<file path="src/rtl/fa_pkg.sv">
// rtl/fa_pkg.sv - shared FIR/FFT constants, complex word type and bit-reverse helper
package fa_pkg;

  localparam int FFT_N  = 16;
  localparam int FIR_DW = 16;

  typedef struct packed {
    logic signed [FIR_DW-1:0] re;
    logic signed [FIR_DW-1:0] im;
  } cplx_t;

  // Reverse the low log2n bits of idx; used to build constant slot maps.
  function automatic int bitrev(input int idx, input int log2n);
    int r;
    r = 0;
    for (int b = 0; b < log2n; b++) begin
      if (((idx >> b) & 1) != 0) r = r | (1 << (log2n - 1 - b));
    end
    return r;
  endfunction

endpackage

</file>
<file path="src/rtl/stp_framer_if.sv">
// rtl/stp_framer_if.sv - sample input / frame output handshake bundle of the framer
interface stp_framer_if #(
  parameter int DW   = 16,
  parameter int N    = 16,
  parameter int CNTW = 16
);
  logic              clr;
  logic              fir_valid;
  logic [DW-1:0]     fir_d;
  logic              fir_ready;
  logic              fft_valid;
  logic              fft_ready;
  logic [N*2*DW-1:0] fft_data;
  logic [CNTW-1:0]   frame_cnt;

  modport master (
    output clr, fir_valid, fir_d, fft_ready,
    input  fir_ready, fft_valid, fft_data, frame_cnt
  );

  modport slave (
    input  clr, fir_valid, fir_d, fft_ready,
    output fir_ready, fft_valid, fft_data, frame_cnt
  );
endinterface

</file>
<file path="src/rtl/stp_win_ctrl.sv">
// rtl/stp_win_ctrl.sv - window fill / hop counting and the two-sided ready/valid handshake
module stp_win_ctrl #(
  parameter int N   = 16,
  parameter int HOP = 16
) (
  input  logic CLK,
  input  logic RST,
  input  logic clr,
  input  logic fir_valid,
  input  logic fft_ready,
  output logic fir_ready,
  output logic fft_valid,
  output logic accept,
  output logic load
);

  localparam int FW = $clog2(N + 1);
  localparam int HW = $clog2(HOP + 1);
  localparam logic [FW-1:0] FILL_FULL = FW'(N);
  localparam logic [FW-1:0] FILL_LAST = FW'(N - 1);
  localparam logic [HW-1:0] HOP_LAST  = HW'(HOP - 1);

  logic [FW-1:0] fill;
  logic [HW-1:0] hop_cnt;
  logic          trigger_pending;

  // The next accepted sample completes a frame; only such a sample may be
  // stalled, and only while the previous frame is still waiting downstream.
  always_comb begin
    trigger_pending = (fill == FILL_LAST) || ((fill == FILL_FULL) && (hop_cnt == HOP_LAST));
    fir_ready       = !RST && !clr && !(trigger_pending && fft_valid && !fft_ready);
    accept          = fir_valid && fir_ready;
    load            = accept && trigger_pending;
  end

  // Fill/hop bookkeeping and the output-valid flag; clr flushes the window
  // but leaves a held frame to drain normally.
  always_ff @(posedge CLK) begin
    if (RST) begin
      fill      <= '0;
      hop_cnt   <= '0;
      fft_valid <= 1'b0;
    end else begin
      if (clr) begin
        fill    <= '0;
        hop_cnt <= '0;
      end else if (accept) begin
        if (fill != FILL_FULL) begin
          fill <= fill + FW'(1);
        end else if (hop_cnt == HOP_LAST) begin
          hop_cnt <= '0;
        end else begin
          hop_cnt <= hop_cnt + HW'(1);
        end
      end
      if (load) begin
        fft_valid <= 1'b1;
      end else if (fft_ready) begin
        fft_valid <= 1'b0;
      end
    end
  end

endmodule

</file>
<file path="src/rtl/stp_framer.sv">
// rtl/stp_framer.sv - serial-to-parallel framer: sample window, complex packing, frame register
module stp_framer
  import fa_pkg::*;
#(
  parameter int DW     = FIR_DW,
  parameter int N      = FFT_N,
  parameter int HOP    = 16,
  parameter int BITREV = 0,
  parameter int CNTW   = 16
) (
  input  logic         CLK,
  input  logic         RST,
  stp_framer_if.slave  bus
);

  localparam int LOG2N = $clog2(N);

  if ((N < 4) || (N > 256) || ((N & (N - 1)) != 0)) begin : g_bad_n
    $error("stp_framer: N must be a power of 2 in 4..256");
  end
  if ((HOP < 1) || (HOP > N)) begin : g_bad_hop
    $error("stp_framer: HOP must be in 1..N");
  end

  logic              accept;
  logic              load;
  logic [DW-1:0]     win    [N];
  logic [DW-1:0]     win_nx [N];
  logic [N*2*DW-1:0] frame_nx;
  logic [N*2*DW-1:0] fft_data_q;
  logic [CNTW-1:0]   frame_cnt_q;

  stp_win_ctrl #(
    .N   (N),
    .HOP (HOP)
  ) u_ctrl (
    .CLK       (CLK),
    .RST       (RST),
    .clr       (bus.clr),
    .fir_valid (bus.fir_valid),
    .fft_ready (bus.fft_ready),
    .fir_ready (bus.fir_ready),
    .fft_valid (bus.fft_valid),
    .accept    (accept),
    .load      (load)
  );

  // Window as it will be after this cycle's sample shifts in, so a trigger
  // sample lands in the frame it completes.
  always_comb begin
    for (int i = 0; i < N - 1; i++) begin
      win_nx[i] = win[i + 1];
    end
    win_nx[N-1] = bus.fir_d;
  end

  // Shift register: win[0] oldest, win[N-1] newest; contents need no reset.
  always_ff @(posedge CLK) begin
    if (accept) win <= win_nx;
  end

  // Slot k carries the real sample in the upper half and a zero imaginary part.
  for (genvar k = 0; k < N; k++) begin : g_pack
    localparam int SRC = (BITREV != 0) ? bitrev(k, LOG2N) : k;
    assign frame_nx[k*2*DW +: 2*DW] = {win_nx[SRC], {DW{1'b0}}};
  end

  // Frame register and frame counter, loaded on the edge accepting a trigger.
  always_ff @(posedge CLK) begin
    if (RST) begin
      fft_data_q  <= '0;
      frame_cnt_q <= '0;
    end else if (load) begin
      fft_data_q  <= frame_nx;
      frame_cnt_q <= frame_cnt_q + CNTW'(1);
    end
  end

  assign bus.fft_data  = fft_data_q;
  assign bus.frame_cnt = frame_cnt_q;

endmodule
</file>
<file path="src/flat_wrapper.sv">
// flat-port wrapper written by rule: the top's interface ports become plain ports
module stp_framer_flat import fa_pkg::*;
#(
  parameter int DW     = FIR_DW,
  parameter int N      = FFT_N,
  parameter int HOP    = 16,
  parameter int BITREV = 0,
  parameter int CNTW   = 16
)
  (CLK, RST, bus_clr, bus_fir_valid, bus_fir_d, bus_fft_ready, bus_fir_ready, bus_fft_valid, bus_fft_data, bus_frame_cnt);
  stp_framer_if #(.DW(DW), .N(N), .CNTW(CNTW)) bus_i ();
  input  logic CLK;
  input  logic RST;
  input wire logic [$bits(bus_i.clr)-1:0] bus_clr;
  input wire logic [$bits(bus_i.fir_valid)-1:0] bus_fir_valid;
  input wire logic [$bits(bus_i.fir_d)-1:0] bus_fir_d;
  input wire logic [$bits(bus_i.fft_ready)-1:0] bus_fft_ready;
  output wire logic [$bits(bus_i.fir_ready)-1:0] bus_fir_ready;
  output wire logic [$bits(bus_i.fft_valid)-1:0] bus_fft_valid;
  output wire logic [$bits(bus_i.fft_data)-1:0] bus_fft_data;
  output wire logic [$bits(bus_i.frame_cnt)-1:0] bus_frame_cnt;
  assign bus_i.clr = bus_clr;
  assign bus_i.fir_valid = bus_fir_valid;
  assign bus_i.fir_d = bus_fir_d;
  assign bus_i.fft_ready = bus_fft_ready;
  assign bus_fir_ready = bus_i.fir_ready;
  assign bus_fft_valid = bus_i.fft_valid;
  assign bus_fft_data = bus_i.fft_data;
  assign bus_frame_cnt = bus_i.frame_cnt;
  stp_framer #(.DW(DW), .N(N), .HOP(HOP), .BITREV(BITREV), .CNTW(CNTW)) u_core (.CLK(CLK), .RST(RST), .bus(bus_i));
endmodule
</file>
<file path="config.mk">
export PLATFORM = sky130hd
export DESIGN_NAME = stp_framer_flat
export DESIGN_NICKNAME = d
export VERILOG_FILES = /design/src/rtl/fa_pkg.sv /design/src/rtl/stp_framer_if.sv /design/src/rtl/stp_win_ctrl.sv /design/src/rtl/stp_framer.sv /design/src/flat_wrapper.sv
export SDC_FILE = /design/constraint.sdc
export NUM_CORES = 1
export LEC_CHECK = 0
export ABC_AREA = 1
export CORE_AREA = 2 2 217 219
export CTS_CLUSTER_SIZE = 8
export DETAILED_ROUTE_END_ITERATION = 8
export DIE_AREA = 0 0 219 221
export PLACE_DENSITY = 0.72
export REMOVE_ABC_BUFFERS = 1
export SYNTH_ARGS = -nofsm -noshare
export SYNTH_HDL_FRONTEND = slang
export SYNTH_HIERARCHICAL = 1
export SYNTH_SLANG_ARGS = --single-unit
</file>
<file path="constraint.sdc">
create_clock -name CLK -period 7.84 [get_ports CLK]
set_input_delay 1.568 -clock CLK [delete_from_list [all_inputs] [get_ports CLK]]
set_output_delay 1.568 -clock CLK [all_outputs]
set_load 0.02 [all_outputs]
</file>
**Word-level counts from Yosys, hierarchy flattened**

Cells that the tools add are included.

- Register bits after elaboration: 523
- Input bits: 21
- Output and inout bits: 530
- Word-level logic and storage cells: 47

- Add/subtract/negate cells: 3
- Equal/unequal tests: 4
- Multiplexer cells: 3
- Bitwise operators: 1
- Reduce and logical (&&, ||, !) cells: 16

Operator list:

| cell | count |
|---|---|
| 16-bit by 1-bit adder with 16-bit output, second input constant | 1 |
| 5-bit by 1-bit adder with 5-bit output, second input constant | 2 |
| 5-bit by 4-bit == test with 1-bit output, second input constant | 2 |
| 1-bit logical AND | 7 |
| 5-bit == test, second input constant | 1 |
| 5-bit 2-to-1 mux | 1 |
| 5-bit inequality test, second input constant | 1 |
| 1-bit zero test | 4 |
| 2-bit AND reduction | 2 |
| 1-bit 2-to-1 mux | 2 |
| 2-bit nonzero test | 1 |
| 2-bit OR reduction | 1 |
| 1-bit logical OR | 1 |
| 1-bit NOT | 1 |

**Logic depth before layout (Yosys ltp)**

Gate-level depths: netlist (run 1).

- Word-level depth: 10
- Mapped depth: 17
- Mapped depth without buffers: 16

**Cells and area by module**

Netlist (run 1), hierarchy kept.

Modules (own cells, without submodules):

| module | instances | cells an instance | area each (µm²) | seq. area each (µm²) |
|---|---|---|---|---|
| stp_framer | 1 | 1720 | 18646.6 | 12652.1 |
| stp_win_ctrl | 1 | 93 | 706.9 | 220.2 |

**Worst setup path before layout (run 1)**

OpenSTA, ideal clock, no wires.

- Kind: in2reg
- Start: input bus_clr
- End: register u_core.win, in the netlist u_core/frame_nx[112], enable pin
- Library setup time: 591 ps
- Arrival: 6868 ps
- Data required time: 7249 ps
- Slack: 381 ps
- Cell stages on the path: 5
- Buffers on the path: 0
- Cell sequence: nor2_4 inv_2 a21oi_4 nand2_1 inv_1

- Longest elaborated chain between the ends: 4

RTL lines:

| element | RTL line | RTL |
|---|---|---|
| start: declaration | flat_wrapper.sv:14 | `input wire logic [$bits(bus_i.clr)-1:0] bus_clr;` |
| 1-bit zero test | stp_win_ctrl.sv:31 | `fir_ready = !RST && !clr && !(trigger_pending && fft_valid && !fft_ready);` |
| 1-bit logical AND (2 in series) | stp_win_ctrl.sv:31 |  |
| named net bus_fir_ready | flat_wrapper.sv:18 | `output wire logic [$bits(bus_i.fir_ready)-1:0] bus_fir_ready;` |
| 1-bit logical AND | stp_win_ctrl.sv:32 | `accept = fir_valid && fir_ready;` |
| named net u_core.accept | stp_framer.sv:25 | `logic accept;` |
| end signal: assignment | stp_framer.sv:59 | `if (accept) win <= win_nx;` |
| end: declaration | stp_framer.sv:27 | `logic [DW-1:0] win [N];` |

The timed path passes the listed nets, and every way through them passes these cells.
A chain may end at the register's enable or synchronous reset.

**Worst setup path in the final report (run 1)**

- Start: input RST
- End: output bus_fir_ready

- Longest elaborated chain between the ends: 3

RTL lines:

| element | RTL line | RTL |
|---|---|---|
| start: declaration | flat_wrapper.sv:13 | `input logic RST;` |
| 1-bit zero test | stp_win_ctrl.sv:31 |  |
| 1-bit logical AND (2 in series) | stp_win_ctrl.sv:31 |  |
| end: declaration | flat_wrapper.sv:18 |  |

Every way passes these cells.

==> impl_metrics.yaml, run 1 <==
power:
  power_density_nw_per_um2: 251
  peakVddDrop_mv: 0.173
  total_leakage_power_nw: 9.57
route:
  antenna_left: 0
  vias_per_cell: 4.48
  vias: 12400
  drt-pass1-iter-count: 5
  finalWirelength_mm: 40.7
  drt-initial-drc-count: 840
  top_layer: "met4"
  route.met3.wl_mm: 2.94
  drc: 0
  dr_wl_met2_mm: 20.1
  wire_per_inst_um: 14.7
  drt-met1-wl_mm: 16.6
timing:
  drv_slew: 0
  min_period_ps: 5130
  maxSlewHeadroom: 0.300
  rsz0062_at_grt: "false"
  layout_worst_path_cycle_share: 0.654
  finalWorstSetupSlack_ps: 2710
  hold_viol_final: 0
  fin_worst_skew_ps: 18.0
  setup_viol: 0
  worst_pin_slew_ps: 1050
  fmax_mhz: 195
clock_tree:
  cts_max_level: 3
  cts_sinks: 523
  cts_tree: "done"
  cts_buffers: 75
  cts_resized: 0
  root_buffer: "clkbuf_16"
  clk_path_buf_depth: 3
  cts_setup_buffers: 0
  clkTransAtPathRegs_ps: 50
  cts_hold_buf: 0
  clk-insertion-delay-late_ps: 570
placement:
  port_buffers: 294
  routabilityCongestion: 0.826
  place_area_sq_um: 21800
  dp_slack_ps: 2710
  dp_hpwl_mm: 24.5
grt:
  grt_max_degree: 139
  grt_usage: 0.163
  antenna_found_initial: 0
  grt_first_pass_wirelength_mm: 64.1
  grt_pass1_vias: 12000
  overflow: 0
floorplanning:
  die-area_sq_um: 48400
  num_rows: 79
  die_h_um: 221
  io_pins: 551
  core-area_sq_um: 46100
  start_util: 0.420
  chipWidth_um: 219
final_layout:
  synthToLayoutAreaGrowth_pct: 23.6
  fill_cells: 4007
  drive_above_1_share: 0.0515
  final_area_sq_um: 23900
  final_nets: 2129
  fin_util: 0.519
  multiInputGateArea_sq_um: 4960
  n_antenna_cell: 0
  seqCellArea_sq_um: 12900
setup_path:
  crit_arrival_ps: 3560
  crit_type: "in2out"
  cp_max_fo: 8
  crit_required_ps: 6270
  setup.worst_path.end_class: "output port"
  start_kind: "primary input"
logic_synthesis:
  synth_cell_types: 29
  ys_seq_area_frac: 0.665
  synthArstFlopShare: 0
  avgSynthCellArea_sq_um: 10.7
  yosysWarnings: 6
  synth_ff_type: "dfxtp_1"
  synth-edff-count: 240
  syn_area_sq_um: 19400
  synthCells: 1813
  synth-seq-cells: 523
min_path:
  hold_class: "reg2reg"
run:
  max_cap_violations: 0
run_status:
  outcome: "completed"
## flip-flops by register name (all words and copies together), names as in the netlist
register                 flops
u_core/bus.frame_cnt        16
u_core/u_ctrl/fft_valid      1
u_core/frame_nx            240
u_core/u_ctrl/hop_cnt        5
u_core/u_ctrl/fill           5
u_core/bus.fft_data        256
## cell usage in the layout (no fill, tap or decap), drive strengths merged
| cell | n |
|---|---|
| a211oi | 1 |
| conb | 256 |
| nand3 | 14 |
| dfxtp | 283 |
| clkbuf | 127 |
| a21oi | 17 |
| o21bai | 3 |
| nor3 | 1 |
| inv | 34 |
| nand2 | 48 |
| o21ai | 261 |
| buf | 6 |
| nor2 | 556 |
| xnor2 | 1 |
| edfxtp | 240 |
| clkdlybuf4s50 | 294 |
| xor2 | 3 |
| ha | 5 |
| nand4 | 4 |
| clkinv | 1 |
## through the flow
step                      total power, mW  cells  setup TNS, ps  hold WS [ps]
after floorplan                      3.09   1726           -507           419
after global placement               3.12   2633              0           429
after detailed placement             3.12   2633              0           432
after CTS                            6.09   2762              0           440
after global routing                 6.23   2762              0           445
final                                6.01   2762              0           444
## logic make-up (layout without fill, tap and decap cells)
logic type | Yosys count | count (layout) | synth area share
DFF | 523 | 523 | 0.665
xor gates and xnor gates | 4 | 4 | 0.00181
buffers and inverters | 375 | 462 | 0.128
AOI/OAI and AO/OA | 282 | 282 | 0.0742
and+or+nand+nor | 623 | 623 | 0.127
other | 1 | 256 | 0.000194
adders and majority gates | 5 | 5 | 0.00323
## where the power goes
group,switching [mW],internal [mW]
registers,0.0143,2.88
logic,0.159,0.0170
clock network,1.09,1.85
total,1.26,4.75
## Yosys cell counts, types with 2 or more instances
library cell / instances / share of area
o21ai_0: 260 / 0.067
nand3_1: 14 / 0.0036
nand2_4: 3 / 0.0017
nand2_2: 2 / 0.00065
dfxtp_1: 283 / 0.29
inv_1: 29 / 0.0056
nand2_1: 43 / 0.0083
buf_2: 12 / 0.0031
edfxtp_1: 240 / 0.37
nand4_1: 2 / 0.00065
buf_4: 280 / 0.11
o21bai_1: 2 / 0.00078
nor2_2: 5 / 0.0016
inv_2: 3 / 0.00058
xor2_1: 3 / 0.0014
nand4_4: 2 / 0.0022
clkbuf_1: 50 / 0.0097
nor2_4: 4 / 0.0023
a21oi_1: 16 / 0.0041
nor2_1: 547 / 0.11
ha_1: 5 / 0.0032
## final cells by class
| type | count | share of cell area |
|---|---|---|
| repair buffers | 300 | 0.126 |
| flip-flops and latches | 523 | 0.538 |
| multi-input cells | 1170 | 0.207 |
| well taps | 607 | 0.0317 |
| clock inverters | 2 | 0.000575 |
| inverters | 33 | 0.00622 |
| clock buffers | 127 | 0.0902 |
## worst paths after layout
path | startpoint | to | slack [ps] | cells after the start
max | RST | bus_fir_ready | 2710 | 5
min | u_core/frame_nx[115] | u_core/frame_nx[83] | 440 | 0
max reg2reg | u_core/u_ctrl/fill[0] | u_core/bus.fft_data[312] | 4600 | 13
min reg2reg | u_core/frame_nx[115] | u_core/frame_nx[83] | 440 | 0
## layer usage
| layer | up-vias | track usage |
|---|---|---|
| li1 | 6035 | - |
| met2 | 353 | 0.262 |
| met4 | 0 | 0.0628 |
| met3 | 77 | 0.0579 |
| met5 | - | 0 |
| met1 | 5914 | 0.202 |
## critical path, cell delays in order
cell and delay, ps:
clkdlybuf4s50_1 670, nor2_4 380, inv_2 130, a21oi_4 180, clkdlybuf4s50_1 630
Power figures use the tool's default switching activity.
==> run 2, diff against run 1 <==
Clock period 7.84 ns to 4.8 ns, I/O delays scaled along.
==> run 2 against run 1 <==
Against the previous run: via count barely moved; combinational power is 68% higher; non-clock buffer count is 8 higher; clock-buffer cell count up 5; worst hold slack got worse by 13 ps; die area unchanged; core utilization grew 0.33 points; largest power group unchanged.
==> impl_metrics.yaml, run 2 (synthesis gave the netlist of run 1 again) <==
placement:
  routabilityCongestion: 0.829
  port_buffers: 294
  dp_slack_ps: 816
  place_area_sq_um: 21900
  dp_hpwl_mm: 25.1
  placed_cells: 2641
route:
  vias_per_cell: 4.46
  finalWirelength_mm: 41.0
  drt-pass1-iter-count: 7
  antenna_left: 0
  drc: 0
  vias: 12400
  wire_per_inst_um: 14.8
  drt-initial-drc-count: 841
timing:
  hold_viol_final: 0
  rsz0062_at_grt: "false"
  fmax_mhz: 254
  fin_worst_skew_ps: 23.5
  setup_viol: 0
  maxSlewHeadroom: 0.488
  layout_worst_path_cycle_share: 0.819
  drv_slew: 0
  worst_pin_slew_ps: 769
  min_period_ps: 3930
  finalWorstSetupSlack_ps: 870
setup_path:
  crit_arrival_ps: 2970
  crit_type: "in2out"
  r2r_cells: 13
  crit_required_ps: 3840
  start_kind: "primary input"
  reg2reg_from: "u_core/u_ctrl/fill[1]"
  rrSetupSlack_ps: 1870
  cp_max_fo: 8
  crit_start: "RST"
  worstReg2RegEnd: "u_core/bus.fft_data[499]"
  setup.worst_path.end_class: "output port"
clock_tree:
  cts_buffers: 75
  cts_sinks: 523
  cts_max_level: 3
  root_buffer: "clkbuf_16"
  clkTransAtPathRegs_ps: 50
  cts_setup_buffers: 0
  clk_path_buf_depth: 3
  clk-insertion-delay-late_ps: 580
  cts_hold_buf: 0
  cts_tree: "done"
  cts_resized: 0
final_layout:
  fill_cells: 4041
  final_area_sq_um: 24100
  n_antenna_cell: 0
  synthToLayoutAreaGrowth_pct: 24.4
  final_nets: 2137
  stdcell_count: 2775
  fin_util: 0.523
  drive_above_1_share: 0.0554
  layout_commonest_cell: "nor2_1"
  final_cell_mix: "nor2_1, clkdlybuf4s50_1, dfxtp_1"
  largest_reg_flops: 256
grt:
  grt_pass1_vias: 11800
  overflow: 0
  grt_max_degree: 139
  antenna_found_initial: 0
  grt_usage: 0.164
  grt_first_pass_wirelength_mm: 64.0
power:
  power_switching_mw: 2.08
  p_clk_frac: 0.491
  power_density_nw_per_um2: 410
  combPwrFrac: 0.030
  total_leakage_power_nw: 9.64
  p_int_mw: 7.79
  switching_share: 0.211
  power_mw: 9.87
  seq_power_share: 0.479
  peakVddDrop_mv: 0.257
min_path:
  hold_class: "reg2reg"
  hold_start: "u_core/frame_nx[475]"
  holdPathStages: 0
  holdPathEnd: "u_core/frame_nx[443]"
floorplanning:
  num_rows: 79
  die_h_um: 221
  io_pins: 551
  chipWidth_um: 219
  die-area_sq_um: 48400
  core-area_sq_um: 46100
  start_util: 0.420
run:
  max_cap_violations: 0
run_status:
  outcome: "completed"
[run 2: cell count changes in the layout (fill, tap and decap cells not counted), sizes merged]
cell	previous run	this run
buf	6	14
clkbuf	127	132
[run 2: stage by stage]
step / setup TNS, ps / hold slack (ps)
2_1_floorplan: -1062950 / 419
3_3_place_gp: 0 / 429
3_5_place_dp: 0 / 432
4_1_cts: 0 / 433
5_1_grt: 0 / 443
6_report: 0 / 431
[run 2: layout make-up]
| class | count | area [sq um] | area share |
|---|---|---|---|
| Clock buffer | 132 | 2190 | 0.0908 |
| Clock inverter | 2 | 13.8 | 0.000572 |
| Inverter | 33 | 149 | 0.00618 |
| Multi-Input combinational cell | 1170 | 4960 | 0.206 |
| Sequential cell | 523 | 12900 | 0.535 |
| Tap cell | 607 | 759 | 0.0315 |
| Timing Repair Buffer | 308 | 3140 | 0.130 |
[run 2: power groups by stage]
stage	logic, mW	registers, mW	clock network, mW
3_5_place_dp	0.290	4.82	0
2_1_floorplan	0.228	4.82	0
3_3_place_gp	0.286	4.82	0
5_1_grt	0.316	4.73	5.19
6_report	0.296	4.73	4.84
4_1_cts	0.291	4.73	4.99
[run 2: worst max-delay path, stage by stage]
cell             delay (ps)
clkdlybuf4s50_1         670
nor2_4                  370
inv_2                   130
a21oi_4                 190
clkdlybuf4s50_1         640
[run 2: worst max-delay path by stage]
stage / to / slack (ps)
2_1_floorplan: u_core/bus.frame_cnt[13] / -2550
3_3_place_gp: u_core/bus.fft_data[341] / 940
3_5_place_dp: u_core/bus.fft_data[351] / 820
4_1_cts: bus_fir_ready / 850
5_1_grt: bus_fir_ready / 760
6_report: bus_fir_ready / 870
[run 2: routing by layer]
| metal | wire, um | up-vias | GRT usage |
|---|---|---|---|
| li1 | - | 6051 | - |
| met5 | 0 | - | 0 |
| met3 | 2730 | 57 | 0.0503 |
| met4 | 783 | 0 | 0.0602 |
| met1 | 17300 | 5940 | 0.209 |
| met2 | 20200 | 326 | 0.262 |
==> run 3, diff against run 2 <==
Settings changed: CORE_AREA 2 2 217 219 to default, CORE_UTILIZATION from default to 43, DIE_AREA 0 0 219 221 to default, PLACE_DENSITY 0.72 to 0.76.
Clock period 4.8 ns to 3.56 ns, I/O delays scaled along.
==> run 3 against run 2 <==
Against the previous run: power is 34% higher; critical path depth is 3 higher; clock power is 33% higher; worst hold slack worse by 2.2 ps; clock-buffer cell count is 2 lower; sequential share of layout area is 0.12 points lower; clock skew is 1.8 ps higher; combinational power is 37% higher; first-iteration DRC count is 12% higher.
==> impl_metrics.yaml, run 3 (synthesis gave the netlist of run 1 again) <==
timing:
  drv_slew: 0
  worst_pin_slew_ps: 910
  min_period_ps: 3120
  layout_worst_path_cycle_share: 0.877
  fmax_mhz: 320
  hold_viol_final: 0
  finalWorstSetupSlack_ps: 438
  setup_viol: 0
  rsz0062_at_grt: "false"
  finalSetupTns_ps: 0
  fin_worst_skew_ps: 25.2
  maxSlewHeadroom: 0.394
clock_tree:
  cts_resized: 0
  clkTransAtPathRegs_ps: 50
  cts_hold_buf: 0
  root_buffer: "clkbuf_16"
  clk_path_buf_depth: 3
  cts_setup_buffers: 0
  cts_max_level: 3
  cts_buffers: 75
  cts_sinks: 523
  cts_tree: "done"
  clk-insertion-delay-late_ps: 570
floorplanning:
  start_util: 0.437
  die-area_sq_um: 45900
  num_rows: 77
  io_pins: 551
  chipWidth_um: 214
  die_h_um: 214
  core-area_sq_um: 44300
grt:
  overflow: 0
  grt_first_pass_wirelength_mm: 63.6
  antenna_found_initial: 0
  grt_usage: 0.170
  grt_max_degree: 180
  grt_pass1_vias: 12000
setup_path:
  start_kind: "flip-flop"
  slowest_stage: "clkdlybuf4s50_1"
  rrSetupSlack_ps: 700
  worstReg2RegEnd: "u_core/bus.fft_data[28]"
  crit_type: "reg2out"
  crit_arrival_ps: 2410
  setup.worst_path.end_class: "output port"
  r2r_cells: 13
  crit_required_ps: 2850
  worstPathBufferInverterCount: 2
  cp_max_fo: 5
  reg2reg_from: "u_core/u_ctrl/fill[0]"
  critPathTopFamily: "buffers and inverters"
  critical-path-max-stage-delay_ps: 640
  path_cells: "ha_1 -> nand2_1 -> nor2_1 -> ha_1 -> inv_1 -> nand2_4 -> a21oi_4 -> clkdlybuf4s50_1"
  cp_common_cell: "ha_1"
route:
  vias_per_cell: 4.50
  drc: 0
  vias: 12500
  drt-pass1-iter-count: 5
  finalWirelength_mm: 40.8
  drt-initial-drc-count: 944
  antenna_left: 0
  wire_per_inst_um: 14.7
run_status:
  outcome: "completed"
final_layout:
  synthToLayoutAreaGrowth_pct: 24.7
  final_nets: 2147
  layout_commonest_cell: "nor2_1"
  fin_util: 0.545
  final_area_sq_um: 24100
  n_antenna_cell: 0
  final_cell_mix: "nor2_1, clkdlybuf4s50_1, dfxtp_1"
  drive_above_1_share: 0.0606
  largest_reg_flops: 256
placement:
  port_buffers: 294
  routabilityCongestion: 0.840
  dp_slack_ps: 308
  dp_hpwl_mm: 25.4
  place_area_sq_um: 21900
power:
  total_leakage_power_nw: 9.69
  peakVddDrop_mv: 0.420
  power_density_nw_per_um2: 549
  power_mw: 13.3
min_path:
  hold_start: "u_core/frame_nx[80]"
  holdPathEnd: "u_core/frame_nx[48]"
  holdPathStages: 0
  hold_class: "reg2reg"
run:
  max_cap_violations: 0
==> run 3: cell count changes in the layout (fill, tap and decap cells not counted) <==
cell	change
inv_6	+4
buf_12	+1
buf_4	+9
clkinv_2	-1
clkinv_8	+1
clkbuf_16	-3
clkbuf_8	+1
==> run 3: where the power goes <==
group	total, mW	internal [mW]	switching [mW]
Clock	6.46	4.02	2.44
Combinational	0.406	0.0533	0.353
Sequential	6.38	6.35	0.0318
==> run 3: per-stage QoR <==
step,instances,hold WS (ps)
6_report,2772,429
4_1_cts,2772,425
5_1_grt,2772,440
3_3_place_gp,2636,427
3_5_place_dp,2636,433
2_1_floorplan,1726,419
==> run 3: how the worst max path moves through the flow <==
| stage | startpoint | endpoint | slack (ps) | cells past startpoint |
|---|---|---|---|---|
| 3_5_place_dp | bus_fft_ready | u_core/bus.fft_data[28] | 310 | 11 |
| 3_3_place_gp | RST | u_core/bus.fft_data[213] | 400 | 10 |
| 2_1_floorplan | bus_clr | u_core/bus.frame_cnt[13] | -3550 | 12 |
| 4_1_cts | u_core/u_ctrl/fill[0] | bus_fir_ready | 400 | 8 |
| 5_1_grt | u_core/u_ctrl/fill[0] | bus_fir_ready | 290 | 8 |
| 6_report | u_core/u_ctrl/fill[0] | bus_fir_ready | 440 | 8 |
==> run 3: layout make-up <==
class                           count  area [sq um]
Fill cell                        3739         20200
Sequential cell                   523         12900
Multi-Input combinational cell   1170          4960
Timing Repair Buffer              318          3220
Clock buffer                      130          2120
Tap cell                          592           741
Inverter                           33           149
Clock inverter                      6          60.1
==> run 3: worst register-to-register path, delay by kind of cell, from the launching register on <==
| family | cells | cell delay [ps] |
|---|---|---|
| AO/OA/AOI/OAI | 1 | 70 |
| adder cells (fa/ha/maj) | 2 | 370 |
| AND/OR/NAND/NOR | 6 | 730 |
| flip-flops | 1 | 350 |
| buffers and inverters | 4 | 1260 |
==> run 3: per-layer routing <==
layer	wire length [um]	vias up	global-route usage
met5	0	-	0
met2	20000	388	0.276
met4	1080	0	0.0752
met1	16900	5922	0.213
met3	2790	70	0.0470
li1	-	6085	-
